$ cat src/rtl/itch_add_order_decoder.sv
// ITCH 5.0 Add Order ('A') byte-serial decoder; fields load speculatively.
// Optional macro SIDE_CHECK_EN rejects side bytes other than 'B'/'S'.
module itch_add_order_decoder (
    input  logic        clk,
    input  logic        rst,
    input  logic [7:0]  byte_in,
    input  logic        valid_in,
    output logic        internal_valid,
    output logic        packet_invalid,
    output logic [63:0] order_ref,
    output logic        side,
    output logic [31:0] shares,
    output logic [63:0] price,
    output logic [31:0] timestamp,
    output logic [63:0] misc_data
);

    localparam logic [7:0] TYPE_A   = 8'h41;
    localparam logic [7:0] SIDE_B   = 8'h42;
    localparam logic [7:0] SIDE_S   = 8'h53;
    localparam logic [5:0] SIDE_IDX = 6'd19;
    localparam logic [5:0] LAST_IDX = 6'd35;

    typedef enum logic [1:0] {
        S_IDLE,
        S_PARSE,
        S_SKIP
    } state_t;

    state_t      r_state;
    state_t      w_state_nxt;
    logic [5:0]  r_idx;
    logic [5:0]  w_idx_nxt;
    logic        w_iv_nxt;
    logic        w_pi_nxt;
    logic        w_side_ok;
    logic        w_load;

    logic        r_iv;
    logic        r_pi;
    logic [63:0] r_order_ref;
    logic        r_side;
    logic [31:0] r_shares;
    logic [31:0] r_price;
    logic [31:0] r_timestamp;
    logic [63:0] r_misc;

`ifdef SIDE_CHECK_EN
    assign w_side_ok = (byte_in == SIDE_B) || (byte_in == SIDE_S);
`else
    assign w_side_ok = 1'b1;
`endif

    assign w_load = (r_state == S_PARSE) && valid_in;

    always_comb begin
        w_state_nxt = r_state;
        w_idx_nxt   = r_idx;
        w_iv_nxt    = 1'b0;
        w_pi_nxt    = 1'b0;
        unique case (r_state)
            S_IDLE: begin
                if (valid_in) begin
                    if (byte_in == TYPE_A) begin
                        w_state_nxt = S_PARSE;
                        w_idx_nxt   = 6'd1;
                    end else begin
                        w_state_nxt = S_SKIP;
                        w_idx_nxt   = 6'd0;
                        w_pi_nxt    = 1'b1;
                    end
                end
            end
            S_PARSE: begin
                if (!valid_in) begin
                    // Bytes must be contiguous; a gap kills the message
                    w_state_nxt = S_IDLE;
                    w_idx_nxt   = 6'd0;
                    w_pi_nxt    = 1'b1;
                end else if (r_idx == LAST_IDX) begin
                    w_state_nxt = S_IDLE;
                    w_idx_nxt   = 6'd0;
                    w_iv_nxt    = 1'b1;
                end else if (r_idx == SIDE_IDX && !w_side_ok) begin
                    w_state_nxt = S_SKIP;
                    w_idx_nxt   = 6'd0;
                    w_pi_nxt    = 1'b1;
                end else begin
                    w_idx_nxt   = r_idx + 6'd1;
                end
            end
            S_SKIP: begin
                if (!valid_in) begin
                    w_state_nxt = S_IDLE;
                end
                w_idx_nxt = 6'd0;
            end
            default: begin
                w_state_nxt = S_IDLE;
                w_idx_nxt   = 6'd0;
            end
        endcase
    end

    always_ff @(posedge clk or negedge rst) begin
        if (!rst) begin
            r_state <= S_IDLE;
            r_idx   <= 6'd0;
            r_iv    <= 1'b0;
            r_pi    <= 1'b0;
        end else begin
            r_state <= w_state_nxt;
            r_idx   <= w_idx_nxt;
            r_iv    <= w_iv_nxt;
            r_pi    <= w_pi_nxt;
        end
    end

    always_ff @(posedge clk or negedge rst) begin
        if (!rst) begin
            r_order_ref <= 64'd0;
            r_side      <= 1'b0;
            r_shares    <= 32'd0;
            r_price     <= 32'd0;
            r_timestamp <= 32'd0;
            r_misc      <= 64'd0;
        end else if (w_load) begin
            // Locate, tracking and timestamp high bytes (1..6) are dropped
            unique case (1'b1)
                (r_idx >= 6'd7 && r_idx <= 6'd10):
                    r_timestamp <= {r_timestamp[23:0], byte_in};
                (r_idx >= 6'd11 && r_idx <= 6'd18):
                    r_order_ref <= {r_order_ref[55:0], byte_in};
                (r_idx == SIDE_IDX):
                    r_side <= (byte_in == SIDE_B);
                (r_idx >= 6'd20 && r_idx <= 6'd23):
                    r_shares <= {r_shares[23:0], byte_in};
                (r_idx >= 6'd24 && r_idx <= 6'd31):
                    r_misc <= {r_misc[55:0], byte_in};
                (r_idx >= 6'd32 && r_idx <= 6'd35):
                    r_price <= {r_price[23:0], byte_in};
                default: begin
                end
            endcase
        end
    end

    assign internal_valid = r_iv;
    assign packet_invalid = r_pi;
    assign order_ref      = r_order_ref;
    assign side           = r_side;
    assign shares         = r_shares;
    assign price          = {32'd0, r_price};
    assign timestamp      = r_timestamp;
    assign misc_data      = r_misc;

endmodule

$ cat config.mk
export PLATFORM = sky130hd
export DESIGN_NAME = itch_add_order_decoder
export DESIGN_NICKNAME = d
export VERILOG_FILES = /design/src/rtl/itch_add_order_decoder.sv
export SDC_FILE = /design/constraint.sdc
export NUM_CORES = 1
export LEC_CHECK = 0
export CORE_MARGIN = 8
export CORE_UTILIZATION = 51
export DETAILED_ROUTE_END_ITERATION = 10
export GPL_ROUTABILITY_DRIVEN = 1
export PLACE_DENSITY = 0.87
export SYNTH_ARGS = -nofsm -noshare
export SYNTH_HDL_FRONTEND = slang
export SYNTH_SLANG_ARGS = --single-unit
$ cat constraint.sdc
create_clock -name clk -period 3.4 [get_ports clk]
set_input_delay 0.68 -clock clk [delete_from_list [all_inputs] [get_ports clk]]
set_output_delay 0.68 -clock clk [all_outputs]
set_load 0.05 [all_outputs]
Yosys cells after proc, flatten, opt, wreduce, memory -nomap -nowiden

Cells that the tools add are included.

Flip-flop bits (word level): 235
Output and inout bits: 259

Add/sub/neg operators: 1
Order comparisons: 10
Equal/unequal tests: 9
Muxes and demuxes: 18
Reduce and logical (&&, ||, !) cells: 14

Operators with widths:

| operator                                                                            | count |
|---|---|
| 6-bit by 5-bit less-or-equal comparator with 1-bit output, second input constant    | 3 |
| 6-bit 2-to-1 mux                                                                    | 3 |
| 8-bit by 7-bit equality test with 1-bit output, second input constant               | 2 |
| 6-bit by 5-bit greater-or-equal comparator with 1-bit output, second input constant | 2 |
| 6-bit one-hot mux with 2 select lines                                               | 1 |
| 2-bit AND reduction                                                                 | 6 |
| 2-bit 2-to-1 mux                                                                    | 5 |
| 1-bit 2-to-1 mux                                                                    | 7 |
| 6-bit by 1-bit adder with 6-bit output, second input constant                       | 1 |
| 6-bit by 5-bit equality test with 1-bit output, second input constant               | 1 |
| 6-bit equality test, second input constant                                          | 1 |
| 6-bit by 3-bit greater-or-equal comparator with 1-bit output, second input constant | 1 |
| 6-bit by 4-bit greater-or-equal comparator with 1-bit output, second input constant | 1 |
| 6-bit greater-or-equal comparator, second input constant                            | 1 |
| 6-bit by 4-bit less-or-equal comparator with 1-bit output, second input constant    | 1 |
| 6-bit less-or-equal comparator, second input constant                               | 1 |
| 1-bit logical AND                                                                   | 6 |
| 2-bit one-hot mux with 3 select lines                                               | 1 |
| 2-bit != test, second input constant                                                | 2 |
| 3-bit by 2-bit != test with 1-bit output, second input constant                     | 1 |
| 3-bit AND reduction                                                                 | 1 |
| 2-bit by 1-bit equality test with 1-bit output, second input constant               | 1 |
| 2-bit equality test, second input constant                                          | 1 |
| 2-bit zero test                                                                     | 1 |
| 1-bit one-hot mux with 2 select lines                                               | 1 |

Longest topological paths before layout

Depth after elaboration: 4
Depth in mapped cells: 7
Mapped depth without buffers: 6

Least setup slack after synthesis

No wires, ideal clock.

Kind: input-to-reg
From: in valid_in
To: reg r_misc[3] (netlist: misc_data[3])
Library setup time: 125 ps
Data arrival time: 1865 ps
Required time: 3275 ps
Setup slack: 1410 ps
Stages on the path: 7
Path through: nor2b_2 and2_1 buf_6 and3_4 buf_6 buf_6 mux2_2

Longest elaborated chain between the ends: 2

RTL lines:

| element                              | RTL line | text |
|---|---|---|
| start: declaration                   | 7        | `input logic valid_in,` |
| 1-bit logical AND                    | 54       | `assign w_load = (r_state == S_PARSE) && valid_in;` |
| 2-bit AND reduction (no source line) | --       |  |
| end signal: assignment               | 139      | `r_misc <= {r_misc[55:0], byte_in};` |
| end: declaration                     | 46       | `logic [63:0] r_misc;` |

No other way between the ends.
A chain may end at the register's enable or synchronous reset.

Worst setup path in the final report

From: reg r_misc[10] (netlist: misc_data[10])
To: out misc_data[10]

RTL lines:

| element          | RTL line | text |
|---|---|---|
| end: declaration | 15       | `output logic [63:0] misc_data` |

No word-level cell between the ends.

==> results.sh <==
export IMPL_path_depth=1
export IMPL_arrival_ns=1.78
export IMPL_viasPerCell=5.14
export IMPL_crit_fanout=3
export IMPL_die_area_um2=23000
export IMPL_diodes=0
export IMPL_fill_cells=1209
export IMPL_grt_pass1_vias=5975
export IMPL_dpl_hpwl_mm=15.0
export IMPL_numClockSinks=235
export IMPL_grt_max_degree=74
export IMPL_cts_resized=0
export IMPL_hold_violations=0
export IMPL_crit_buf_inv=1
export IMPL_r2r_cells=6
export IMPL_status="finished, final reports clean"
export IMPL_peakVddDrop_v=0.000430
export IMPL_clk_latency_ns=0.51
export IMPL_grt_antenna_before_repair=0
export IMPL_place_area_um2=11800
export IMPL_pre_cts_slack_ns=0.528
export IMPL_reg2reg_from="r_idx[0]$_DFFE_PN0P_"
export IMPL_vias=5548
export IMPL_die_w_um=152
export IMPL_drt_iter0_drc=209
export IMPL_worst_r2r_setup_slack_ns=1.23
export IMPL_leakage_nw=6.05
export IMPL_drv_cap=0
export IMPL_postSynthCellCount=583
export IMPL_slew_violations=0
export IMPL_drtAntennaViolNets=0
export IMPL_areaGrowthSynthToFinish_pct=34.3
export IMPL_crit_path_top_delay_cell="clkdlybuf4s50_1"
export IMPL_powerDensity_nw_per_um2=440
export IMPL_synth_edf_count=0
export IMPL_startpoint_type="flop"
export IMPL_tritoncts="built"
export IMPL_ios=270
export IMPL_setup_violations=0
export IMPL_synth_warnings=0
export IMPL_p_total_mw=5.54
export IMPL_period_share_pct=72.4
export IMPL_fin_nets=846
export IMPL_slew_headroom_pct=43.3
export IMPL_core_area_um2=18000
export IMPL_rsz0062_at_grt="no"
export IMPL_syn_avg_cell_area_um2=16.1
export IMPL_crit_end="misc_data[10]"
export IMPL_cp_data_required_time_ns=2.72
export IMPL_grtUsageTotal_pct=18.6
export IMPL_synth_area_leaders="dfrtp_1, mux2_2, buf_4, mux2_1, mux2_4"
export IMPL_ys_ff_latch=235
export IMPL_critPathKind="reg -> out"
export IMPL_crit_chain="clkdlybuf4s50_1"
export IMPL_postCtsSetupRepairBufs=0
export IMPL_fin_tns_setup_ns=0
export IMPL_wirelength_mm=21.7
export IMPL_floorplan_initialDensity_pct=52.1
export IMPL_cts_buffer_depth=3
export IMPL_cpPeakStageDelay_ns=0.85
export IMPL_hold_buffers=0
export IMPL_path_delay_family="buffers and inverters"
export IMPL_cts_clk_slew_worst_paths_ns=0.06
export IMPL_route_detailed_drc=0
export IMPL_synth_top_cell_area_share_pct=62.7
export IMPL_io_buffers=237
export IMPL_grt_overflow=0
export IMPL_timing_critical_path_from="misc_data[10]$_DFFE_PN0P_"
export IMPL_yosysUniqueCellTypes=43
export IMPL_tritoncts_num_buffers=25
export IMPL_finalInstanceArea_um2=12600
export IMPL_synth_area_um2=9380
export IMPL_ys_flop_type="dfrtp_1"
export IMPL_htreeDepth=1
export IMPL_r2r_end="order_ref[22]$_DFFE_PN0P_"
export IMPL_die_y_um=152
export IMPL_endpoint_kind="primary output"
export IMPL_grt_pass1_wl_mm=33.8
export IMPL_async_flop_share_pct=100
export IMPL_rows=49
export IMPL_dr_pass1_iters=4
export IMPL_finClkSkew_ns=0.0158
export IMPL_fin_crit_ns=2.46
export IMPL_yosysSeqAreaShare_pct=62.7
export IMPL_drive_above_1_share_pct=31.8
export IMPL_finalWeightedCongestion=0.841
export IMPL_cts_root_buf="clkbuf_16"
export IMPL_tightest_slew_ns=0.844
export IMPL_hold_path_class="in -> async"
export IMPL_yosysTopAreaCell="dfrtp_1"
export IMPL_fmax_mhz=406
export IMPL_finalWorstSetupSlack_ns=0.937
export IMPL_wl_per_cell_um=20.1
final cells by class:
| cell class | instances | area [µm²] | area share [%] |
|---|---|---|---|
| repair buffers | 250 | 2520 | 20.0 |
| inverters | 3 | 11.3 | 0.0894 |
| flip-flops and latches | 235 | 5880 | 46.7 |
| clock inverters | 5 | 32.5 | 0.258 |
| clock buffers | 40 | 752 | 5.97 |
| multi-input cells | 317 | 3110 | 24.7 |
| well taps | 229 | 287 | 2.27 |
kinds of logic after synthesis:
kind of cell | Yosys count | share of synthesized area [%]
compound gates | 15 | 1.13
xor+xnor | 2 | 0.187
fa+ha+maj | 3 | 0.400
simple gates | 40 | 2.87
other cells | 1 | 0.0400
flops | 235 | 62.7
mux | 225 | 27.3
buf+inv | 62 | 5.39
power by group:
part	switching [mW]	leakage (nW)	internal, mW	total (mW)
clock	1.05	0.389	1.51	2.56
combinational	0.156	2.38	0.0231	0.179
sequential	0.00242	3.28	2.80	2.80
total	1.21	6.05	4.33	5.54
through the flow:
step	cells	util (%)	hold WS, ns
finish	1079	69.9	0.129
global route	1079	69.9	0.164
CTS	1079	69.9	0.143
detailed placement	1034	65.6	0.494
global placement	1034	65.6	0.487
floorplan	614	-	0.384
state kept, by name (all words and copies together), names as in the netlist:
| name | count |
|---|---|
| misc_data | 64 |
| order_ref | 64 |
| r_price | 32 |
| shares | 32 |
| timestamp | 32 |
| r_idx | 6 |
| r_state | 2 |
| internal_valid | 1 |
| packet_invalid | 1 |
| side | 1 |
Yosys cell counts (2+ instances only):
master,n
mux2_4,8
buf_6,9
xnor2_1,2
and3_1,2
dfrtp_1,235
nor3_1,3
buf_2,10
nor2b_1,2
nand3b_1,3
a21oi_1,3
nand2b_1,3
buf_4,33
nand3_1,3
buf_8,6
o21ai_0,3
mux2_2,204
ha_1,3
nor2_1,7
nand2_1,6
inv_1,3
mux2_1,13
routing by layer:
metal  up-vias  global-route usage, %  part of all wire, %
met2       177                   31.7                   50
met1      2857                   23.1                   40
met3        30                   4.93                  8.5
met5         -                      0                    0
li1       2484                      -                    -
met4         0                   4.51                  1.9
how the worst min path moves through the flow:
stage / start / end / slack [ns] / cells after the start
2_1_floorplan: rst / internal_valid$_DFF_PN0_ / 0.38 / 0
3_3_place_gp: r_price[28]$_DFFE_PN0P_ / r_price[28]$_DFFE_PN0P_ / 0.49 / 1
3_5_place_dp: shares[26]$_DFFE_PN0P_ / shares[26]$_DFFE_PN0P_ / 0.49 / 1
4_1_cts: rst / misc_data[56]$_DFFE_PN0P_ / 0.14 / 1
5_1_grt: rst / misc_data[56]$_DFFE_PN0P_ / 0.16 / 1
6_report: rst / misc_data[56]$_DFFE_PN0P_ / 0.13 / 1
cell usage in the layout (no fill, tap or decap), drive strengths merged, types with 2 or more instances in the layout:
| master | instances |
|---|---|
| a21oi | 4 |
| ha | 3 |
| nand3b | 3 |
| clkdlybuf4s50 | 236 |
| nor2b | 3 |
| o21ai | 4 |
| nor2 | 7 |
| conb | 32 |
| buf | 14 |
| dfrtp | 235 |
| nor4 | 2 |
| nand3 | 3 |
| mux2 | 225 |
| nand2b | 3 |
| inv | 5 |
| clkbuf | 40 |
| nand2 | 6 |
| nor3 | 3 |
| xnor2 | 2 |
| clkinv | 3 |
| and3 | 3 |
Note: power is estimated with default switching activity, not from simulation.
